===== config.mk =====
export PLATFORM = sky130hd
export DESIGN_NAME = program_loader
export DESIGN_NICKNAME = d
export VERILOG_FILES = /design/src/rtl/program_loader.sv
export SDC_FILE = /design/constraint.sdc
export NUM_CORES = 1
export LEC_CHECK = 0
export ABC_AREA = 1
export BUFFER_PORTS_ARGS = -buffer_cell sky130_fd_sc_hd__buf_2
export CORE_UTILIZATION = 35
export CTS_BUF_LIST = sky130_fd_sc_hd__clkbuf_4 sky130_fd_sc_hd__clkbuf_8 sky130_fd_sc_hd__clkbuf_16
export DETAILED_ROUTE_END_ITERATION = 12
export PLACE_DENSITY = 0.6
export SYNTH_ARGS = -nofsm -noshare
export SYNTH_HDL_FRONTEND = slang
export SYNTH_SLANG_ARGS = --single-unit

===== constraint.sdc =====
create_clock -name clk -period 2.08 [get_ports clk]
set_clock_uncertainty 0.05 [all_clocks]
set_input_delay 0.416 -clock clk [delete_from_list [all_inputs] [get_ports clk]]
set_output_delay 0.416 -clock clk [all_outputs]
set_load 0.005 [all_outputs]

===== src/rtl/program_loader.sv =====
// Byte-stream program loader: assembles big-endian words and drives the cpu
// instruction-memory initialization port, then releases the cpu to run from address 0.
module program_loader #(
  parameter int MAX_WORDS  = 256,
  parameter int WRITE_HOLD = 2,
  parameter int CW         = 9
) (
  input  logic          clk,
  input  logic          rst,
  input  logic          start,
  input  logic [7:0]    in_data,
  input  logic          in_valid,
  input  logic          in_last,
  output logic          in_ready,
  output logic          initialize,
  output logic [31:0]   instruction_initialize_address,
  output logic [31:0]   instruction_initialize_data,
  output logic          cpu_rst,
  output logic          done,
  output logic [CW-1:0] word_count,
  output logic          partial,
  output logic          overflow
);

  localparam int HW = (WRITE_HOLD > 1) ? $clog2(WRITE_HOLD) : 1;
  localparam logic [HW-1:0] HOLD_LAST = HW'(WRITE_HOLD - 1);
  localparam logic [CW-1:0] WORDS_MAX = CW'(MAX_WORDS);
  localparam logic [CW-1:0] LAST_IDX  = CW'(MAX_WORDS - 1);

  typedef enum logic [2:0] {
    S_IDLE,
    S_COLLECT,
    S_WRITE,
    S_RELEASE,
    S_RUN
  } state_t;

  state_t        state_q;
  logic [23:0]   word_q;
  logic [1:0]    byte_cnt_q;
  logic [HW-1:0] hold_q;
  logic          last_q;
  logic          in_ready_q;
  logic          initialize_q;
  logic          cpu_rst_q;
  logic          done_q;
  logic [31:0]   addr_q;
  logic [31:0]   data_q;
  logic [CW-1:0] word_count_q;
  logic          partial_q;
  logic          overflow_q;

  logic          accept_d;
  logic          end_of_word_d;
  logic [31:0]   word_d;
  logic [CW-1:0] word_count_d;

  assign accept_d      = in_valid & in_ready_q;
  assign end_of_word_d = (byte_cnt_q == 2'd3) | in_last;
  assign word_count_d  = (word_count_q == WORDS_MAX) ? word_count_q : word_count_q + CW'(1);

  // Left-align the bytes received so far; missing low bytes of a short final word read as zero.
  always_comb begin
    word_d = 32'h0;
    unique case (byte_cnt_q)
      2'd0:    word_d = {in_data, 24'h0};
      2'd1:    word_d = {word_q[7:0], in_data, 16'h0};
      2'd2:    word_d = {word_q[15:0], in_data, 8'h0};
      default: word_d = {word_q[23:0], in_data};
    endcase
  end

  always_ff @(posedge clk or negedge rst) begin
    if (!rst) begin
      state_q      <= S_IDLE;
      word_q       <= 24'h0;
      byte_cnt_q   <= 2'd0;
      hold_q       <= '0;
      last_q       <= 1'b0;
      in_ready_q   <= 1'b0;
      initialize_q <= 1'b1;
      cpu_rst_q    <= 1'b1;
      done_q       <= 1'b0;
      addr_q       <= 32'h0;
      data_q       <= 32'h0;
      word_count_q <= '0;
      partial_q    <= 1'b0;
      overflow_q   <= 1'b0;
    end else begin
      unique case (state_q)
        S_IDLE, S_RUN: begin
          if (start) begin
            state_q      <= S_COLLECT;
            in_ready_q   <= 1'b1;
            initialize_q <= 1'b1;
            cpu_rst_q    <= 1'b1;
            done_q       <= 1'b0;
            addr_q       <= 32'h0;
            word_count_q <= '0;
            partial_q    <= 1'b0;
            overflow_q   <= 1'b0;
            byte_cnt_q   <= 2'd0;
            last_q       <= 1'b0;
          end
        end
        S_COLLECT: begin
          if (accept_d) begin
            word_q     <= {word_q[15:0], in_data};
            byte_cnt_q <= byte_cnt_q + 2'd1;
            if (end_of_word_d) begin
              state_q    <= S_WRITE;
              in_ready_q <= 1'b0;
              data_q     <= word_d;
              last_q     <= in_last;
              hold_q     <= '0;
              if (in_last && (byte_cnt_q != 2'd3)) begin
                partial_q <= 1'b1;
              end
            end
          end
        end
        S_WRITE: begin
          if (hold_q == HOLD_LAST) begin
            addr_q       <= addr_q + 32'd4;
            word_count_q <= word_count_d;
            byte_cnt_q   <= 2'd0;
            if (last_q) begin
              state_q <= S_RELEASE;
            end else if (word_count_q == LAST_IDX) begin
              overflow_q <= 1'b1;
              state_q    <= S_RELEASE;
            end else begin
              state_q    <= S_COLLECT;
              in_ready_q <= 1'b1;
            end
          end else begin
            hold_q <= hold_q + HW'(1);
          end
        end
        S_RELEASE: begin
          // initialize and cpu_rst drop on the same edge so the cpu starts cleanly at address 0.
          state_q      <= S_RUN;
          initialize_q <= 1'b0;
          cpu_rst_q    <= 1'b0;
          done_q       <= 1'b1;
        end
        default: state_q <= S_IDLE;
      endcase
    end
  end

  assign in_ready                       = in_ready_q;
  assign initialize                     = initialize_q;
  assign instruction_initialize_address = addr_q;
  assign instruction_initialize_data    = data_q;
  assign cpu_rst                        = cpu_rst_q;
  assign done                           = done_q;
  assign word_count                     = word_count_q;
  assign partial                        = partial_q;
  assign overflow                       = overflow_q;

endmodule

=== After elaboration in Yosys (flattened, before gate mapping) ===
Cells that the tools add are included.

* Latch bits: 0
* Bits in registers: 109
* Output and inout port bits: 79
* Memories kept: 0
* Memory bits (writable): 0
* Bits in read-only memories: 0
* Input bits: 13
* Logic and storage cells: 101

* Mux-type cells: 42
* Shift-type cells: 0
* Equal/unequal tests: 19
* Add/sub/neg operators: 4
* Magnitude comparators: 0
* Divide/modulo/power cells: 0
* Reductions and logical operators: 21
* Bitwise gates (word level): 2
* $mul: 0

{| class="wikitable"
|+ Operators by type and width
! operator !! count
|-
| $pmux 32 s3 || 1
|-
| $mux 32 || 2
|-
| $pmux 32 s2 || 1
|-
| $add 32x3->32 const B || 1
|-
| $mux 9 || 3
|-
| $ne 2x2->1 const B || 10
|-
| $pmux 9 s2 || 1
|-
| $mux 1 || 16
|-
| $reduce_and 4->1 || 4
|-
| $mux 3 || 4
|-
| $pmux 1 s2 || 6
|-
| $pmux 3 s4 || 1
|-
| $mux 2 || 5
|-
| $reduce_and 5->1 || 2
|-
| $add 9x1->9 const B || 1
|-
| $eq 9x8->1 const B || 1
|-
| $eq 9x9->1 const B || 1
|-
| $reduce_and 3->1 || 3
|-
| $reduce_bool 2->1 || 4
|-
| $reduce_and 7->1 || 1
|-
| $eq 3x2->1 const B || 2
|-
| $pmux 2 s3 || 1
|-
| $eq 2x2->1 const B || 2
|-
| $reduce_and 2->1 || 2
|-
| other kinds (13) || 13
|}

=== Logic depth before layout (Yosys ltp) ===
Gate-level depths: netlist of run 1.

* Word-level depth: 6
* Gate-level depth with buffers: 10
* Depth with buffers taken out: 10

=== Worst setup path before layout of run 1 ===
No wires, ideal clock.

* Path kind: register -> register
* From: register byte_cnt_q[0]
* To: register data_q[24] (netlist: instruction_initialize_data[24])
* Stages on the path, launching flop included: 8
* Path buffers: 2
* Required time: 1.905 ns
* Clock period less this slack: 1.699 ns
* Data arrival time: 1.524 ns
* Setup time: 0.125 ns
* Setup slack: 0.381 ns
* Cells stage by stage: dfrtp_1 ha_1 buf_2 nor2_1 nor2_4 buf_4 o221ai_1 nand2_1

* Cells in the longest elaborated chain, start to end: 3
* Elaborated cells on any way between the ends: 7
* Classes of those cells: eq/ne (3); mux (1); bitwise (1); reduce/logical (2)

{| class="wikitable"
|+ Ends and longest elaborated chain
! item !! line !! RTL
|-
| start, declared || 40 || <nowiki>logic [1:0] byte_cnt_q;</nowiki>
|-
| start signal, assigned || 109 || <nowiki>byte_cnt_q <= byte_cnt_q + 2'd1;</nowiki>
|-
| $eq 2x2->1 || 59 || <nowiki>assign end_of_word_d = (byte_cnt_q == 2'd3) | in_last;</nowiki>
|-
| $or 1x1->1 || 59 ||
|-
| $reduce_and 3->1 (no line) || n/a ||
|-
| end signal, assigned || 113 || <nowiki>data_q <= word_d;</nowiki>
|-
| end, declared || 48 || <nowiki>logic [31:0] data_q;</nowiki>
|}

Several ways; a longest one is shown, not always the timed one.
A chain may end at the register's enable or synchronous reset.

=== Worst setup path in the final report of run 1 ===
* From: register word_count_q[1] (netlist: word_count[1])
* To: register in_ready_q (netlist: in_ready)

* Cells in the longest elaborated chain, start to end: 3

{| class="wikitable"
|+ Ends and longest elaborated chain
! item !! line !! RTL
|-
| start, declared || 49 || <nowiki>logic [CW-1:0] word_count_q;</nowiki>
|-
| start signal, assigned || 125 || <nowiki>word_count_q <= word_count_d;</nowiki>
|-
| $eq 9x8->1 || 129 || <nowiki>end else if (word_count_q == LAST_IDX) begin</nowiki>
|-
| $ne 2x2->1 (no line) || n/a ||
|-
| $reduce_and 7->1 (no line) || n/a ||
|-
| end signal, assigned || 94 || <nowiki>in_ready_q <= 1'b1;</nowiki>
|-
| end signal, assigned || 112 || <nowiki>in_ready_q <= 1'b0;</nowiki>
|-
| end signal, assigned || 134 || <nowiki>in_ready_q <= 1'b1;</nowiki>
|-
| end, declared || 43 || <nowiki>logic in_ready_q;</nowiki>
|}

No other way between the ends.

==> qor.yml, run 1 <==
postSynthAreaPerCell_um2: 7.79
dieHeight_um: 128
drt_drc_violations_left: 0
fin_tns_setup_ns: 0
synth-warning-count: 0
clock-sinks: 107
htree_levels: 3
cts_resized: 0
portBuffers: 89
final.fill_count: 1622
area_delta_synth_final_pct: 18.6
critPathRequiredTime_ns: 2.27
cts-root-to-sink-buffers: 2
worst_ep_arrival_time_ns: 2.02
post-cts-setup-buffer-count: 0
pin_count: 92
critical_path.endpoint_type: "flop"
die_area_um2: 16300
wl_um: 14000
first_global_vias: 4600
initial_utilization_pct: 36.0
final_core_utilization_pct: 42.7
grt_antenna_before_repair: 0
total_leakage_power_nw: 3.23
mostFrequentLayoutCells: "199 x sky130_fd_sc_hd__nand2_1, 106 x sky130_fd_sc_hd__dfrtp_1, 90 x sky130_fd_sc_hd__nor2_1"
cts_tree: "built"
number_of_enable_flip_flop_cells_after_synthesis: 0
reg_clk_slew_reported_paths_ns: 0.07
routed_wire_length_per_instance_um: 13.8
insertion_delay_ns: 0.35
run_status: "finished clean"
global_route_wire_length_before_repair_um: 23600
most_common_cell_after_layout_fill_and_taps_aside: "sky130_fd_sc_hd__nand2_1"
placementRows: 45
critical_path.max_fanout: 5
register_area_um2: 2680
multi_input_comb_area_um2: 2460
nNetsFinal: 816
synth.lib_cells_used.distinct: 34
setup.worst_path.start_class: "flop"
min_period_over_period_pct: 88.3
report.final.slew_viol_count: 0
avgViaCountPerCell: 4.76
drtPass1Iterations: 4
core_area_um2: 15300
grt_overflow: 0
postSynth.topFlopCell: "sky130_fd_sc_hd__dfrtp_1"
gr-usage-all-layers_pct: 18.4
finalHoldViolCount: 0
syn_area_um2: 5520
rsz_0062_raised_after_global_routing: "no"
worst_hold_path_depth: 3
final_layout_size_suffix_gt1_share_pct: 18.0
die_w_um: 128
timing.hold.worst.class: "input port to flop"
cts_root_buffer: "sky130_fd_sc_hd__clkbuf_16"
gp_congestion: 0.795
drt_iter0_drc: 334
tritoncts.num_buffers: 9
async_flop_share_pct: 100
fin_crit_ns: 1.84
ff2ff_path_depth: 10
num_vias: 4820
drv.max_cap_violation_count: 0
max_freq_mhz: 545
largest_net_degree_at_the_start_of_global_routing: 50
setup_violations: 0
detail-route-antenna-nets: 0
power_density_nw_per_um2: 1190
synth.ff_latch_count: 107
seq_area_frac_synth_pct: 48.6
syn-instance-count: 708
timing.setup.critical_path_class: "flop to flop"
vdd.ir_drop.worst_mv: 0.523
detailed_place_hpwl_um: 9760
state kept, by name (all words and copies together) (netlist names):
name / flops
byte_cnt_q: 2
cpu_rst: 1
done: 1
hold_q: 1
in_ready: 1
instruction_initialize_address: 30
instruction_initialize_data: 32
last_q: 1
overflow: 1
partial: 1
state_q: 3
word_count: 9
word_q: 24
worst max-delay path: stages, from the launching register on:
cell	delay, ns
sky130_fd_sc_hd__dfrtp_1	0.40
sky130_fd_sc_hd__ha_1	0.19
sky130_fd_sc_hd__nand2_1	0.07
sky130_fd_sc_hd__nor3_1	0.25
sky130_fd_sc_hd__nand2_1	0.08
sky130_fd_sc_hd__nor2_1	0.09
sky130_fd_sc_hd__ha_1	0.17
sky130_fd_sc_hd__o21ai_0	0.12
sky130_fd_sc_hd__and2_1	0.18
sky130_fd_sc_hd__nand2_1	0.06
sky130_fd_sc_hd__nand2_1	0.05
synthesized netlist by cell type, drive strengths merged (2+ instances only):
cell	number	area share (%)
nand3b	3	0.41
nor3	5	0.45
or2	2	0.23
xor2	5	0.79
nand2	201	14
o221ai	6	0.95
nor2	101	8.0
nand3	46	4.9
buf	17	2.0
clkbuf	13	0.91
nor3b	2	0.27
o21ai	80	7.3
nand4	9	1.1
dfrtp	106	48
o211ai	4	0.54
ha	8	1.8
a21oi	22	2.0
inv	59	4.0
a31oi	15	1.7
final timing paths:
path,from,end,slack [ns]
max in group asynchronous,rst,instruction_initialize_data[24],0.88
worst max-delay path,word_count[1],in_ready,0.24
worst min register to register,word_q[21],word_q[21],0.42
min in group asynchronous,rst,word_count[3],0.49
worst min-delay path,in_last,last_q,0.28
worst max register to register,word_count[1],in_ready,0.24
where the power goes:
part / switching [mW] / total, mW / leakage (nW) / internal, mW
logic: 1.88 / 2.92 / 1.69 / 1.05
registers: 0.395 / 3.11 / 1.39 / 2.72
clock network: 0.765 / 1.74 / 0.147 / 0.975
kinds of logic after synthesis:
logic type      after synthesis  share of synthesized area [%]
other cells                   1                         0.0680
xor+xnor                      5                          0.794
flops                       107                           48.6
buf+inv                      89                           6.94
compound gates              128                           12.6
fa+ha+maj                     8                           1.81
simple gates                370                           29.2
final cells by class:
| type | instances | area share [%] |
|---|---|---|
| sequential | 107 | 40.9 |
| multi-input combinational | 513 | 37.6 |
| timing repair buffer | 105 | 9.48 |
| tap | 211 | 4.03 |
| clock buffer | 12 | 3.79 |
| inverter | 59 | 3.38 |
| clock inverter | 4 | 0.784 |
| antenna | 1 | 0.0382 |
stage by stage:
step           power (mW)  setup slack, ns  cells  hold WS [ns]  instance area, µm²
5_1_grt              8.41         0.000980   1011         0.293                6540
3_3_place_gp         6.07            0.313    994         0.333                6230
4_1_cts              7.88            0.248   1011         0.265                6540
6_report             7.77            0.244   1012         0.279                6540
3_5_place_dp         6.10            0.273    994         0.329                6230
2_1_floorplan        5.03            0.381    709        0.0704                5520
what timing repair did:
action / 4_1_cts / 5_1_grt
hold buffers: 1 / 0
endpoints found under the setup margin: 0 / 0
hold endpoints to repair: 27 / 0
layer usage:
| metal | GRT usage, % | share of wire, % |
|---|---|---|
| met1 | 24.6 | 47 |
| met2 | 30.5 | 48 |
| met3 | 3.89 | 4.6 |
| met4 | 4.41 | 1.1 |
| met5 | 0 | 0 |
(Power assumes the default switching activity.)
==> run 2: changes to the inputs <==
- CORE_UTILIZATION: 35 -> 40
- PLACE_DENSITY: 0.6 -> 0.66
- REMOVE_ABC_BUFFERS: not set -> 1
==> run 2 against run 1 <==
  * Combinational power about the same
  * Critical path depth unchanged
  * Core utilization rose by 5.5 points
  * Die area fell by 12%
  * Via count grew 3.2%
  * Non-clock buffer count unchanged
  * Power down 0.63%
  * Sequential share of layout area up 0.64 points
  * Final area down 1.5%
  * Critical path type unchanged
  * Critical endpoint unchanged
  * Highest routed layer unchanged
==> qor.yml, run 2 (synthesis gave the netlist of run 1 again) <==
timing.rr.start: "word_count[0]"
combinationalPowerShare_pct: 37.5  # about the same
pwr-share-clk_pct: 21.8  # -0.6 points
setup_violations: 0  # unchanged
mostFrequentLayoutCells: "199 x sky130_fd_sc_hd__nand2_1, 106 x sky130_fd_sc_hd__dfrtp_1, 90 x sky130_fd_sc_hd__nor2_1"
dpl-instance-area_um2: 6160  # -1.2%
fin_crit_ns: 1.80  # -0.0380 ns
core_area_um2: 13300  # -13%
power.switching_mw: 3.14  # +3.3%
detailed_place_hpwl_um: 9160  # -6.2%
routed_wire_length_per_instance_um: 13.9  # +0.65%
area_delta_synth_final_pct: 16.8
insertion_delay_ns: 0.36  # about the same
worst_ep_arrival_time_ns: 2.00  # -0.02 ns
total_leakage_power_nw: 3.21  # -0.69%
drt_iter0_drc: 315  # -5.7%
avgViaCountPerCell: 5.09  # +7.0%
nNetsFinal: 816  # unchanged
dpl_worst_slack_ns: 0.285  # +0.0123 ns
critical_path.endpoint_type: "flop"
pin_count: 92  # unchanged
initial_utilization_pct: 41.3  # +5.3 points
postCtsHoldBufs: 0  # -1
gr-usage-all-layers_pct: 20.4  # +2.0 points
final.fill_count: 1318  # -19%
vdd.ir_drop.worst_mv: 0.736  # +41%
clock-sinks: 107  # unchanged
wl_um: 13600  # -2.9%
gp_congestion: 0.810  # +1.9%
multi_input_comb_area_um2: 2460  # unchanged
setup.worst_path.start_class: "flop"
cts_tree: "built"
placementRows: 42  # -6.7%
sw_frac_of_total_pct: 40.6  # +1.5 points
critical_path.max_fanout: 5  # unchanged
drv.max_cap_violation_count: 0  # unchanged
htree_levels: 3  # unchanged
cts-root-to-sink-buffers: 2  # unchanged
drt_drc_violations_left: 0  # unchanged
die_w_um: 119  # -6.4%
worstSetupStartpoint: "word_count[0]"
cts_root_buffer: "sky130_fd_sc_hd__clkbuf_16"
tritoncts.num_buffers: 9  # unchanged
power_frac_seq_pct: 40.7  # +0.7 points
totalPowerFinal_mw: 7.72  # -0.63%
power_density_nw_per_um2: 1200  # +0.93%
min_period_over_period_pct: 86.4  # -1.8 points
fin_area_um2: 6440  # -1.5%
maxSlewHeadroom_pct: 47.9
worstMarginPinSlew_ns: 0.781
internal_power_mw: 4.59  # -3.1%
grt_antenna_before_repair: 0  # unchanged
cts_resized: 0  # unchanged
most_common_cell_after_layout_fill_and_taps_aside: "sky130_fd_sc_hd__nand2_1"
global_route_wire_length_before_repair_um: 22800  # -3.4%
critPathRequiredTime_ns: 2.29  # +0.02 ns
largest_net_degree_at_the_start_of_global_routing: 108  # +120%
final_layout_size_suffix_gt1_share_pct: 18.1  # +0.13 points
detail-route-antenna-nets: 0  # unchanged
grt_overflow: 0  # unchanged
register_area_um2: 2680  # unchanged
dieHeight_um: 119  # -6.4%
first_global_vias: 4540  # -1.3%
rsz_0062_raised_after_global_routing: "no"
reg_clk_slew_reported_paths_ns: 0.08  # about the same
max_freq_mhz: 556  # +2.1%
run_status: "finished clean"
die_area_um2: 14300  # -12%
antennaDiodeCount: 0  # -1
drtPass1Iterations: 5  # +1
fin_ws_ns: 0.282  # +0.0380 ns
report.final.slew_viol_count: 0  # unchanged
timing.setup.critical_path_class: "flop to flop"
portBuffers: 89  # unchanged
num_vias: 4972  # +3.2%
timing.hold.worst.class: "input port to async pin"
post-cts-setup-buffer-count: 0  # unchanged
largest_reg_flops: 32  # unchanged
finalHoldViolCount: 0  # unchanged
-- run 2: path summary, 6_finish.rpt --
path                                                      end  slack [ns]  cells past startpoint
setup / recovery                                     in_ready        0.28                     10
hold / removal             instruction_initialize_address[14]        0.05                      2
setup reg to reg                                     in_ready        0.28                     10
hold reg to reg                                    word_q[21]        0.43                      2
max in group asynchronous      instruction_initialize_data[9]        1.47                      2
min in group clk                                    word_q[3]        0.28                      3
-- run 2: through the flow --
| step | util (%) | cells | hold WS [ns] | setup TNS (ns) |
|---|---|---|---|---|
| finish | 48.3 | 976 | 0.0462 | 0 |
| floorplan | - | 679 | 0.0704 | -1.54 |
| CTS | 48.3 | 976 | 0.0975 | 0 |
| detailed placement | 46.1 | 960 | 0.411 | 0 |
| global route | 48.3 | 976 | 0.111 | 0 |
| global placement | 46.1 | 960 | 0.406 | 0 |
-- run 2: metal layers --
metal  global-route usage, %  vias up  wire length [µm]
met3                    5.89       18               811
met1                    27.9     2316              6390
met4                    5.55        0               179
li1                        -     2471                 -
met2                    31.5      167              6190
met5                       0        -                 0
-- run 2: final cells by class --
class / count / share of cell area, %
flip-flops and latches: 107 / 41.6
clock buffers: 9 / 3.50
clock inverters: 7 / 0.913
well taps: 176 / 3.42
multi-input cells: 513 / 38.1
repair buffers: 105 / 9.01
inverters: 59 / 3.44
-- run 2: power groups by stage --
stage	Sequential (mW)	Clock, mW	Combinational, mW
floorplan	3.12	0	1.75
global placement	3.17	0	2.87
detailed placement	3.17	0	2.92
CTS	3.14	1.74	2.93
global route	3.23	1.83	3.32
finish	3.14	1.68	2.90
-- run 2: worst max-delay path: stages, from the launching register on --
cell and delay [ns]:
sky130_fd_sc_hd__dfrtp_1 0.41, sky130_fd_sc_hd__ha_1 0.19, sky130_fd_sc_hd__nand2_1 0.08, sky130_fd_sc_hd__nor3_1 0.23, sky130_fd_sc_hd__nand2_1 0.08, sky130_fd_sc_hd__nor2_1 0.10
sky130_fd_sc_hd__ha_1 0.16, sky130_fd_sc_hd__o21ai_0 0.12, sky130_fd_sc_hd__and2_1 0.17, sky130_fd_sc_hd__nand2_1 0.06, sky130_fd_sc_hd__nand2_1 0.05
